$ cat src/rtl/hd_pkg.sv
// Shared constants and width helpers for the hd_rr_arbiter slice.
package hd_pkg;

    localparam int unsigned HD_DATA_WIDTH = 32;

    // Widest requester index for the legal NUM_REQ range (up to 16).
    typedef logic [3:0] hd_idx_max_t;

    function automatic int unsigned hd_clog2(input int unsigned v);
        int unsigned r;
        r = 0;
        while ((32'd1 << r) < v) r = r + 1;
        return r;
    endfunction

    function automatic int unsigned hd_idx_w(input int unsigned n);
        return (hd_clog2(n) < 1) ? 1 : hd_clog2(n);
    endfunction

endpackage

$ cat src/rtl/hd_rr_pick.sv
// Combinational rotating-priority picker: first set request at or after i_ptr, wrapping.
module hd_rr_pick
    import hd_pkg::*;
#(
    parameter int unsigned NUM_REQ = 4
) (
    input  logic [NUM_REQ-1:0]           i_req,
    input  logic [hd_idx_w(NUM_REQ)-1:0] i_ptr,
    output logic [NUM_REQ-1:0]           o_gnt,
    output logic [hd_idx_w(NUM_REQ)-1:0] o_idx,
    output logic                         o_any
);

    localparam int unsigned IDX_W = hd_idx_w(NUM_REQ);

    logic [NUM_REQ-1:0]   w_mask;
    logic [2*NUM_REQ-1:0] w_dbl;
    int unsigned          w_pos;

    // Lower half holds requests at/after ptr, upper half the full vector, so the
    // lowest set bit of the concatenation is the wrapped winner.
    always_comb begin
        w_mask = '0;
        for (int unsigned i = 0; i < NUM_REQ; i++) begin
            w_mask[i] = (i >= 32'(i_ptr));
        end
        w_dbl = {i_req, i_req & w_mask};

        o_any = 1'b0;
        w_pos = 0;
        for (int unsigned i = 0; i < 2 * NUM_REQ; i++) begin
            if (!o_any && w_dbl[i]) begin
                o_any = 1'b1;
                w_pos = i;
            end
        end

        o_idx = (w_pos >= NUM_REQ) ? IDX_W'(w_pos - NUM_REQ) : IDX_W'(w_pos);

        o_gnt = '0;
        for (int unsigned i = 0; i < NUM_REQ; i++) begin
            o_gnt[i] = o_any && ((w_pos == i) || (w_pos == i + NUM_REQ));
        end
    end

endmodule

$ cat src/rtl/hd_rr_arbiter.sv
// Round-robin merge of NUM_REQ valid/ready streams into one registered output.
// Optional burst mode (up to MAX_BURST beats per grant) via `define HD_ARB_BURST_EN.
module hd_rr_arbiter
    import hd_pkg::*;
#(
    parameter int unsigned DATA_WIDTH = HD_DATA_WIDTH,
    parameter int unsigned NUM_REQ    = 4,
    parameter int unsigned MAX_BURST  = 4
) (
    input  logic                          clk,
    input  logic                          rst,
    input  logic [NUM_REQ-1:0]            req_valid,
    input  logic [NUM_REQ*DATA_WIDTH-1:0] req_data,
    output logic [NUM_REQ-1:0]            req_ready,
    output logic                          out_valid,
    output logic [DATA_WIDTH-1:0]         out_data,
    output logic [hd_idx_w(NUM_REQ)-1:0]  out_src,
    input  logic                          out_ready
);

    localparam int unsigned            IDX_W    = hd_idx_w(NUM_REQ);
    localparam logic [IDX_W-1:0]       LAST_IDX = IDX_W'(NUM_REQ - 1);

    logic                  r_out_valid;
    logic [DATA_WIDTH-1:0] r_out_data;
    logic [IDX_W-1:0]      r_out_src;
    logic [IDX_W-1:0]      r_ptr;

    logic                  w_load;
    logic                  w_any;
    logic [NUM_REQ-1:0]    w_gnt;
    logic [IDX_W-1:0]      w_idx;
    logic [IDX_W-1:0]      w_next_idx;
    logic [DATA_WIDTH-1:0] w_win_data;

    hd_rr_pick #(
        .NUM_REQ (NUM_REQ)
    ) u_pick (
        .i_req (req_valid),
        .i_ptr (r_ptr),
        .o_gnt (w_gnt),
        .o_idx (w_idx),
        .o_any (w_any)
    );

    assign w_load = !r_out_valid || out_ready;

    always_comb begin
        w_next_idx = (w_idx == LAST_IDX) ? '0 : w_idx + 1'b1;
        w_win_data = '0;
        for (int unsigned i = 0; i < NUM_REQ; i++) begin
            if (w_gnt[i]) w_win_data = w_win_data | req_data[i*DATA_WIDTH +: DATA_WIDTH];
        end
        req_ready = (w_load && !rst) ? w_gnt : '0;
    end

    always_ff @(posedge clk) begin
        if (rst) begin
            r_out_valid <= 1'b0;
            r_out_data  <= '0;
            r_out_src   <= '0;
        end else if (w_load) begin
            r_out_valid <= w_any;
            if (w_any) begin
                r_out_data <= w_win_data;
                r_out_src  <= w_idx;
            end
        end
    end

`ifdef HD_ARB_BURST_EN
    localparam logic [7:0] BURST_LAST = 8'(MAX_BURST - 1);

    logic [7:0]       r_cnt;
    logic [7:0]       w_cnt_base;
    logic [IDX_W-1:0] w_ptr_inc;

    // A winner other than ptr means ptr's requester dropped: its burst ends and
    // the new winner starts counting from zero.
    always_comb begin
        w_cnt_base = (w_idx == r_ptr) ? r_cnt : '0;
        w_ptr_inc  = (r_ptr == LAST_IDX) ? '0 : r_ptr + 1'b1;
    end

    always_ff @(posedge clk) begin
        if (rst) begin
            r_ptr <= '0;
            r_cnt <= '0;
        end else if (w_load) begin
            if (w_any) begin
                if (w_cnt_base == BURST_LAST) begin
                    r_ptr <= w_next_idx;
                    r_cnt <= '0;
                end else begin
                    r_ptr <= w_idx;
                    r_cnt <= w_cnt_base + 8'd1;
                end
            end else if (r_cnt != '0) begin
                r_ptr <= w_ptr_inc;
                r_cnt <= '0;
            end
        end
    end
`else
    logic w_unused_max_burst;
    assign w_unused_max_burst = (MAX_BURST == 0);

    always_ff @(posedge clk) begin
        if (rst) begin
            r_ptr <= '0;
        end else if (w_load && w_any) begin
            r_ptr <= w_next_idx;
        end
    end
`endif

    assign out_valid = r_out_valid;
    assign out_data  = r_out_data;
    assign out_src   = r_out_src;

endmodule

$ cat config.mk
export PLATFORM = sky130hd
export DESIGN_NAME = hd_rr_arbiter
export DESIGN_NICKNAME = d
export VERILOG_FILES = /design/src/rtl/hd_pkg.sv /design/src/rtl/hd_rr_pick.sv /design/src/rtl/hd_rr_arbiter.sv
export SDC_FILE = /design/constraint.sdc
export NUM_CORES = 1
export LEC_CHECK = 0
export CAP_MARGIN = 20
export CORE_MARGIN = 1.5
export CORE_UTILIZATION = 36
export CTS_CLUSTER_SIZE = 28
export DETAILED_ROUTE_END_ITERATION = 10
export GPL_TIMING_DRIVEN = 0
export PLACE_DENSITY = 0.86
export REMOVE_ABC_BUFFERS = 1
export SETUP_SLACK_MARGIN = 0.02
export SLEW_MARGIN = 30
export SYNTH_ARGS = -nofsm -noshare
export SYNTH_HDL_FRONTEND = slang
export SYNTH_SLANG_ARGS = --single-unit
$ cat constraint.sdc
create_clock -name clk -period 4.1 [get_ports clk]
set_input_delay 0.82 -clock clk [delete_from_list [all_inputs] [get_ports clk]]
set_output_delay 0.82 -clock clk [all_outputs]
set_load 0.01 [all_outputs]
==> PnR_summary.wiki, run 1 <==
{| class="wikitable"
! Metric !! Value
|-
| Outcome || finished, final reports clean
|-
| Combined area of the multi-input logic cells || about 0.0013 mm2
|-
| DIE AREA || 0.00648 mm2
|-
| Max-capacitance violation count || 0
|-
| Clock root buffer master || sky130_fd_sc_hd__clkbuf_8
|-
| N_diodes || 0
|-
| Final WL || between 9000 and 10000 um
|-
| Pin count of the biggest net entering global routing || 43
|-
| Post-layout minimum cycle time || 4.03 ns
|-
| Ordered cell list for the critical path || clkdlybuf4s50_1 > nor2b_1 > a221oi_2 > nor2_1 > ha_4 > and3_1 > clkdlybuf4s50_1
|-
| DR iter-0 viols || between 200 and 250
|-
| Antenna-violating nets left || 0
|-
| H-tree level count || 2
|-
| Top cells by instance count after synthesis || 37 x sky130_fd_sc_hd__dfxtp_1, 35 x sky130_fd_sc_hd__a21oi_1, 32 x sky130_fd_sc_hd__a211oi_1, 32 x sky130_fd_sc_hd__a222oi_1, 32 x sky130_fd_sc_hd__a22o_1
|-
| Highest ir drop seen on vdd || between 0.00015 and 0.0002 V
|-
| Top cell type's share of synthesized area || between 30 and 40%
|-
| Power per cell area || between 300 and 400 mW/mm2
|-
| IO Pins || 174
|-
| # nets final || approximately 540
|-
| FILL cells || 451
|-
| TritonCTS clock tree || built
|-
| Overall via count from detail_route || about 2900
|-
| Area growth from synthesis to final layout || 92.0%
|-
| Average via count per standard cell || between 6 and 7
|-
| Final critical-path share of the clock period || around 98%
|-
| Critical Path Source Type || input port
|-
| Core outline area || approximately 0.0059 mm2
|-
| RSZ-0062 raised after global routing || true
|-
| Buffering stage count on the worst path with inverters included || 2
|-
| Detail Placement HPWL || roughly 5800 um
|-
| Proportion of synthesized chip area in sequential cells || between 30% and 40%
|-
| Post-synthesis average cell area || between 8 and 9 um2
|-
| Static leakage || between 1.5 and 2 nW
|-
| Final instance count without filler cells || ~470
|-
| Terminating pin of the worst hold path || out_src[1]
|-
| Clock net sink count || 37
|-
| Final setup violation count || 0
|-
| Library cell appearing most often on the critical path || sky130_fd_sc_hd__clkdlybuf4s50_1
|-
| Prevailing post-synth register cell || sky130_fd_sc_hd__dfxtp_1
|-
| Number of remaining DRC errors || 0
|-
| Global-route usage over all layers || ~24%
|-
| Horizontal extent of the die || 80.5 um
|-
| Largest delay contributor family on the critical path || buffers and inverters
|-
| Layout cell share with drive strength beyond 1 || between 7 and 8%
|-
| Final-layout setup total negative slack || 0 ns
|-
| CP Max Fanout || 18
|-
| Worst reg2reg setup slack || 1.72 ns
|-
| Worst slew margin relative to its limit || between 50% and 60%
|-
| Routability congestion estimate from global placement || ~0.74
|-
| Required time of the worst setup path || approximately 3.3 ns
|-
| Die H || just over 80 um
|-
| Remaining Overflow, GRT || 0
|-
| Cell Rows || 28
|-
| Launching point of the worst reg2reg path || r_ptr[1]
|-
| Data arrival time of the critical path || ~3.2 ns
|-
| Number of detailed-routing iterations run before antenna repair || 6
|-
| DR WL/cell || roughly 20 um
|-
| Number of global-route vias before repair || about 2500
|-
| Top cells by area, synth || sky130_fd_sc_hd__dfxtp_1 34%, sky130_fd_sc_hd__a222oi_1 15%, sky130_fd_sc_hd__a22o_1 13%, sky130_fd_sc_hd__a211oi_1 11%, sky130_fd_sc_hd__a21oi_1 8.1%
|-
| Biggest cell delay along the critical path || 0.59 ns
|-
| Final count of hold timing violations || 0
|-
| Critical path type || input port to output port
|-
| Number of CTS-inserted buffers || 5
|-
| Antenna violations before repair || 0
|-
| FF-to-FF End || out_data[31]
|-
| Cell with the biggest individual delay on the critical path || sky130_fd_sc_hd__clkdlybuf4s50_1
|-
| Post-cts hold buffer count || 0
|-
| Hold/Removal Path Class || register to register
|-
| Number of stages on the worst hold path || 2
|-
| Initial core utilization || 37.0%
|-
| Input/output buffers || approximately 170
|-
| Cell Count Post-Placement || 456
|-
| Most frequent cell after synthesis || sky130_fd_sc_hd__dfxtp_1
|-
| Yosys cell types || 28
|-
| Post-synthesis cell type with the largest combined area || sky130_fd_sc_hd__dfxtp_1
|-
| Number of enable flip-flop cells after synthesis || 0
|-
| Post-synth ARST share || 0%
|-
| Max Clk Rate || approximately 250 MHz
|-
| Area of the mapped netlist || 0.00216 mm2
|-
| R2R cell count || 8
|-
| Synth Register Bits || 37
|-
| Slew of the pin with the lowest slew margin || 0.747 ns
|-
| Wire length of the first global-routing pass || 12300 um
|-
| Total area of sequential cells || approximately 740 um2
|-
| Final setup skew || 0.00990 ns
|-
| Max Transition Viols Final || 0
|-
| Worst-case clock buffer depth || 2
|-
| Synth warnings || 0
|-
| Clock Latency Late Sink || 0.29 ns
|-
| Clock-pin slew of the registers on the worst-case setup and hold paths || 0.07 ns
|-
| Cells after Synth || 241
|-
| Launch instance of the worst min-delay path || out_src[1]
|-
| Worst setup EP type || output port
|}
## worst max-delay path by stage
stage          slack [ns]  cells after the start      endpoint    startpoint
2_1_floorplan        0.87                      5  req_ready[1]  req_valid[2]
3_3_place_gp        -0.83                      5  req_ready[3]  req_valid[0]
3_5_place_dp        -0.25                      7  req_ready[1]  req_valid[0]
4_1_cts             -0.26                      7  req_ready[1]  req_valid[0]
5_1_grt            -0.005                      7  req_ready[3]  req_valid[2]
6_report             0.07                      7  req_ready[3]  req_valid[2]
## state kept, by name (all words and copies together), names as in the netlist
signal and count:
out_data 32, out_src 2, out_valid 1, r_ptr 2
## where the power goes
group	switching (mW)	internal, mW	total, mW
clock	0.137	0.182	0.320
combinational	0.283	0.367	0.650
sequential	0.0297	0.411	0.441
total	0.450	0.960	1.41
## cell usage in the layout, fill, tap and decap left out, drive strengths merged, types with 2 or more instances in the layout
cell             n
nand2            3
clkbuf           5
nor2             3
a22o            32
dfxtp           37
a211oi          32
nand3            2
ha               4
nor2b            3
and3             4
or2              2
a222oi          32
inv              4
a21oi           35
nand2b           2
o21ai            2
buf             11
clkdlybuf4s50  172
## logic make-up after synthesis
family | Yosys count | synth area share, %
AO/OA/AOI/OAI | 140 | 50.1
adder cells (fa/ha/maj) | 4 | 2.31
buffers and inverters | 38 | 7.29
flip-flops | 37 | 34.2
AND/OR/NAND/NOR | 21 | 5.61
multiplexers | 1 | 0.463
## stage by stage
step	total power [mW]	hold slack, ns	setup slack (ns)	util (%)	cell area [um2]
6_report	1.41	0.487	0.0683	71.0	4150
5_1_grt	1.47	0.522	-0.00534	71.0	4150
4_1_cts	1.35	0.497	-0.255	68.9	4030
3_5_place_dp	1.02	0.487	-0.253	66.8	3910
3_3_place_gp	1.01	0.460	-0.831	65.7	3840
2_1_floorplan	0.707	0.493	0.872	-	2020
## layout make-up
class                           instances  area share, %
Multi-Input combinational cell        166           32.2
Clock inverter                          3           1.05
Tap cell                               75           2.26
Sequential cell                        37           17.8
Clock buffer                            5           1.66
Inverter                                3          0.271
Timing Repair Buffer                  183           44.7
## worst reg2reg max path, delay by kind of cell (launching register included)
kind / cells / cell delay, ns
buffers and inverters: 1 / 0.21
AOI/OAI and AO/OA: 4 / 1.04
DFF: 1 / 0.44
adders and majority gates: 1 / 0.28
and+or+nand+nor: 1 / 0.14
muxes: 1 / 0.13
## routing by layer
layer  vias up  part of all wire [%]  GRT usage, %
li1       1329                     -             -
met1      1369                    39          27.8
met2       157                    51          44.0
met3        14                   7.6          6.25
met4         0                   1.4          7.41
met5         -                     0             0
## timing repair
action                                  CTS  global route
setup buffers                             0             8
endpoints found under the setup margin    4             4
pin swaps                                 0             2
resized for setup                         1             5
Power figures use the tool's default switching activity.
==> inputs of run 2 (changes only) <==
--- a/config.mk
+++ b/config.mk
@@ -7,14 +7,15 @@
 export LEC_CHECK = 0
 export CAP_MARGIN = 20
 export CORE_MARGIN = 1.5
-export CORE_UTILIZATION = 36
+export CORE_UTILIZATION = 35
 export CTS_CLUSTER_SIZE = 28
 export DETAILED_ROUTE_END_ITERATION = 10
 export GPL_TIMING_DRIVEN = 0
-export PLACE_DENSITY = 0.86
+export PLACE_DENSITY = 0.85
 export REMOVE_ABC_BUFFERS = 1
 export SETUP_SLACK_MARGIN = 0.02
 export SLEW_MARGIN = 30
 export SYNTH_ARGS = -nofsm -noshare
 export SYNTH_HDL_FRONTEND = slang
+export SYNTH_HIERARCHICAL = 1
 export SYNTH_SLANG_ARGS = --single-unit
==> PnR_summary.wiki, run 2 <==
{| class="wikitable"
! Metric !! Value
|-
| Outcome || finished, final reports clean
|-
| N_diodes || 0 (unchanged)
|-
| Global-route usage over all layers || 25.5% (+1.1 points)
|-
| Highest ir drop seen on vdd || 0.000161 V (-11%)
|-
| Clock root buffer master || sky130_fd_sc_hd__clkbuf_8
|-
| Final setup violation count || 0 (unchanged)
|-
| Cells after Synth || 251 (+4.1%)
|-
| Clock-pin slew of the registers on the worst-case setup and hold paths || 0.08 ns (about the same)
|-
| Basic-gate share of the synthesized area counting and, or, nand and nor cells || 5.10% (-0.51 points)
|-
| Horizontal extent of the die || 81.1 um (+0.74%)
|-
| Post-synth ARST share || 0% (unchanged)
|-
| Clock network fraction of design power || 21.5% (-1.2 points)
|-
| Static leakage || 1.40 nW (-9.0%)
|-
| Post-synthesis cell type with the largest combined area || sky130_fd_sc_hd__dfxtp_1
|-
| Number of detailed-routing iterations run before antenna repair || 4 (-2)
|-
| Cell Rows || 28 (unchanged)
|-
| Overall via count from detail_route || 2777 (-3.2%)
|-
| FILL cells || 506 (+12%)
|-
| Proportion of synthesized area in mux cells || 0.469% (+0.0060 points)
|-
| Critical Path Source Type || input port
|-
| Most frequent cells in the layout || 172 x sky130_fd_sc_hd__clkdlybuf4s50_1, 64 x sky130_fd_sc_hd__a22oi_1, 42 x sky130_fd_sc_hd__a21oi_1, 37 x sky130_fd_sc_hd__dfxtp_1, 33 x sky130_fd_sc_hd__a311oi_1
|-
| Power Total || 1.17 mW (-17%)
|-
| Worst slew margin relative to its limit || 46.8% (-3.4 points)
|-
| Number of remaining DRC errors || 0 (unchanged)
|-
| Layout cell share with drive strength beyond 1 || 5.49% (-2.3 points)
|-
| Data arrival time of the critical path || 3.13 ns (-0.08 ns)
|-
| Net Sw Frac || 31.2% (-0.71 points)
|-
| Post-layout minimum cycle time || 3.95 ns (-0.0801 ns)
|-
| Antenna-violating nets left || 0 (unchanged)
|-
| Top cells by instance count after synthesis || 64 x sky130_fd_sc_hd__a22oi_1, 42 x sky130_fd_sc_hd__a21oi_1, 37 x sky130_fd_sc_hd__dfxtp_1, 33 x sky130_fd_sc_hd__a311oi_1, 17 x sky130_fd_sc_hd__clkbuf_1
|-
| Synth warnings || 6 (+6)
|-
| DIE AREA || 0.00658 mm2 (+1.5%)
|-
| XOR/XNOR Fraction of Synth Area || 0% (unchanged)
|-
| Critical path type || input port to output port
|-
| Number of enable flip-flop cells after synthesis || 0 (unchanged)
|-
| Number of global-route vias before repair || 2728 (+7.6%)
|-
| Slew of the pin with the lowest slew margin || 0.795 ns (+0.0481 ns)
|-
| Largest family of logic cells by synthesized area || compound AO/OA/AOI/OAI gates
|-
| DR iter-0 viols || 129 (-48%)
|-
| Post-cts hold buffer count || 0 (unchanged)
|-
| CP Max Fanout || 33 (+15)
|-
| DR WL/cell || 18.1 um (-10%)
|-
| Remaining Overflow, GRT || 0 (unchanged)
|-
| Final count of hold timing violations || 0 (unchanged)
|-
| Max FFs per register || 32 (unchanged)
|-
| Number of post-CTS setup repair buffers || 0 (unchanged)
|-
| Top cell type's share of synthesized area || 34.7% (+0.44 points)
|-
| Clock net sink count || 37 (unchanged)
|-
| Max Transition Viols Final || 0 (unchanged)
|-
| Area fraction in compound gates after synthesis || 50.6% (+0.47 points)
|-
| Core outline area || 0.00592 mm2 (+1.2%)
|-
| Required time of the worst setup path || 3.28 ns (about the same)
|-
| Wire length of the first global-routing pass || 13000 um (+5.6%)
|-
| Die H || 81.1 um (+0.74%)
|-
| Area growth from synthesis to final layout || 87.8%
|-
| Number of gates given a new drive strength after cts || 0 (-1)
|-
| IO Pins || 174 (unchanged)
|-
| Max-capacitance violation count || 0 (unchanged)
|-
| Leading cell type in the layout, fill and taps excluded || sky130_fd_sc_hd__clkdlybuf4s50_1
|-
| Proportion of synthesized chip area in sequential cells || 34.7% (+0.44 points)
|-
| Worst-case clock buffer depth || 2 (unchanged)
|-
| Input/output buffers || 173 (unchanged)
|-
| Power per cell area || 292 mW/mm2 (-14%)
|-
| Area of the mapped netlist || 0.00214 mm2 (-1.3%)
|-
| Final setup skew || 0.00184 ns (-0.00806 ns)
|-
| H-tree level count || 2 (unchanged)
|-
| Top cells by area, synth || sky130_fd_sc_hd__dfxtp_1 35%, sky130_fd_sc_hd__a22oi_1 22%, sky130_fd_sc_hd__a311oi_1 14%, sky130_fd_sc_hd__a21oi_1 9.8%, sky130_fd_sc_hd__buf_2 3.3%
|-
| Final critical-path share of the clock period || 96.4% (-2.0 points)
|-
| Register share of total power || 37.0% (+5.7 points)
|-
| Worst setup EP type || output port
|-
| Number of CTS-inserted buffers || 5 (unchanged)
|-
| Antenna violations before repair || 0 (unchanged)
|-
| Yosys cell types || 27 (-3.6%)
|-
| Routability congestion estimate from global placement || 0.835 (+12%)
|-
| Combinational share of power || 41.5% (-4.6 points)
|-
| Max Clk Rate || 253 MHz (+2.0%)
|-
| Adder-cell area share of the yosys netlist || 0.586% (-1.7 points)
|-
| Final WL || 8610 um (-9.5%)
|-
| Detail Placement HPWL || 6050 um (+3.9%)
|-
| Internal power || 805 uW (-16%)
|-
| Clock Latency Late Sink || 0.28 ns (about the same)
|-
| Fin Hold WS || 0.492 ns (+0.00491 ns)
|-
| Most frequent cell after synthesis || sky130_fd_sc_hd__a22oi_1
|-
| # nets final || 536 (+0.19%)
|-
| Finished Core Util || 67.8% (-3.2 points)
|-
| TritonCTS clock tree || built
|-
| Post-synthesis average cell area || 8.51 um2 (-5.2%)
|-
| Average via count per standard cell || 5.83 (-4.0%)
|-
| Hold/Removal Path Class || register to register
|-
| Prevailing post-synth register cell || sky130_fd_sc_hd__dfxtp_1
|-
| Pin count of the biggest net entering global routing || 37 (-14%)
|-
| RSZ-0062 raised after global routing || false
|-
| Sw Pwr || 366 uW (-19%)
|-
| Synth Register Bits || 37 (unchanged)
|-
| Initial core utilization || 36.1% (-0.90 points)
|}
==> run 2: cell types whose count changed after synthesis, moves of 11 or more <==
cell,delta
sky130_fd_sc_hd__a211oi_1,-32
sky130_fd_sc_hd__a222oi_1,-32
sky130_fd_sc_hd__a22o_1,-31
sky130_fd_sc_hd__a22oi_1,+64
sky130_fd_sc_hd__a311oi_1,+33
sky130_fd_sc_hd__clkbuf_1,-11
==> run 2: layout make-up <==
type	count	area, um2	area share [%]
tap	75	93.8	2.34
inverter	4	17.5	0.437
sequential	37	741	18.5
clock inverter	3	17.5	0.437
multi-input combinational	175	1240	30.8
clock buffer	5	68.8	1.72
timing repair buffer	177	1840	45.8
==> run 2: path summary, 6_finish.rpt <==
kind / startpoint / endpoint / slack (ns) / cells past startpoint
setup / recovery: req_valid[0] / req_ready[1] / 0.15 / 5
hold / removal: out_src[1] / out_src[1] / 0.49 / 2
setup reg to reg: r_ptr[1] / out_data[3] / 1.90 / 5
hold reg to reg: out_src[1] / out_src[1] / 0.49 / 2
==> run 2: per-layer routing <==
metal / global-route usage (%) / vias to the layer above / wire length [um]
li1: - / 1313 / -
met1: 29.1 / 1319 / 3390
met2: 45.6 / 135 / 4420
met3: 7.98 / 10 / 679
met4: 7.07 / 0 / 121
met5: 0 / - / 0
==> run 2: power groups by stage <==
stage / logic [mW] / clock network, mW / registers (mW)
after floorplan: 0.165 / 0 / 0.458
after global placement: 0.453 / 0 / 0.439
after detailed placement: 0.483 / 0 / 0.441
after CTS: 0.485 / 0.257 / 0.433
after global routing: 0.520 / 0.274 / 0.440
final: 0.486 / 0.251 / 0.434
==> run 2: logic make-up after synthesis <==
group	count (synthesis)
AO/OA/AOI/OAI	153
buffers and inverters	39
flip-flops	37
AND/OR/NAND/NOR	20
multiplexers	1
adder cells (fa/ha/maj)	1
==> run 2: critical path, stage by stage <==
cell	delay, ns
sky130_fd_sc_hd__clkdlybuf4s50_1	0.55
sky130_fd_sc_hd__nor2_1	0.26
sky130_fd_sc_hd__o221a_2	0.75
sky130_fd_sc_hd__and2_1	0.22
sky130_fd_sc_hd__clkdlybuf4s50_1	0.53
==> run 2: stage by stage <==
stage / setup TNS (ns) / worst slack (ns) / cells / instance area [um2]
final: 0 / 0.148 / 476 / 4010
after global routing: 0 / 0.0248 / 476 / 4010
after CTS: 0 / 0.167 / 476 / 4010
after detailed placement: 0 / 0.176 / 468 / 3930
after global placement: -47.85 / -2.29 / 464 / 3790
after floorplan: 0 / 0.125 / 216 / 1970
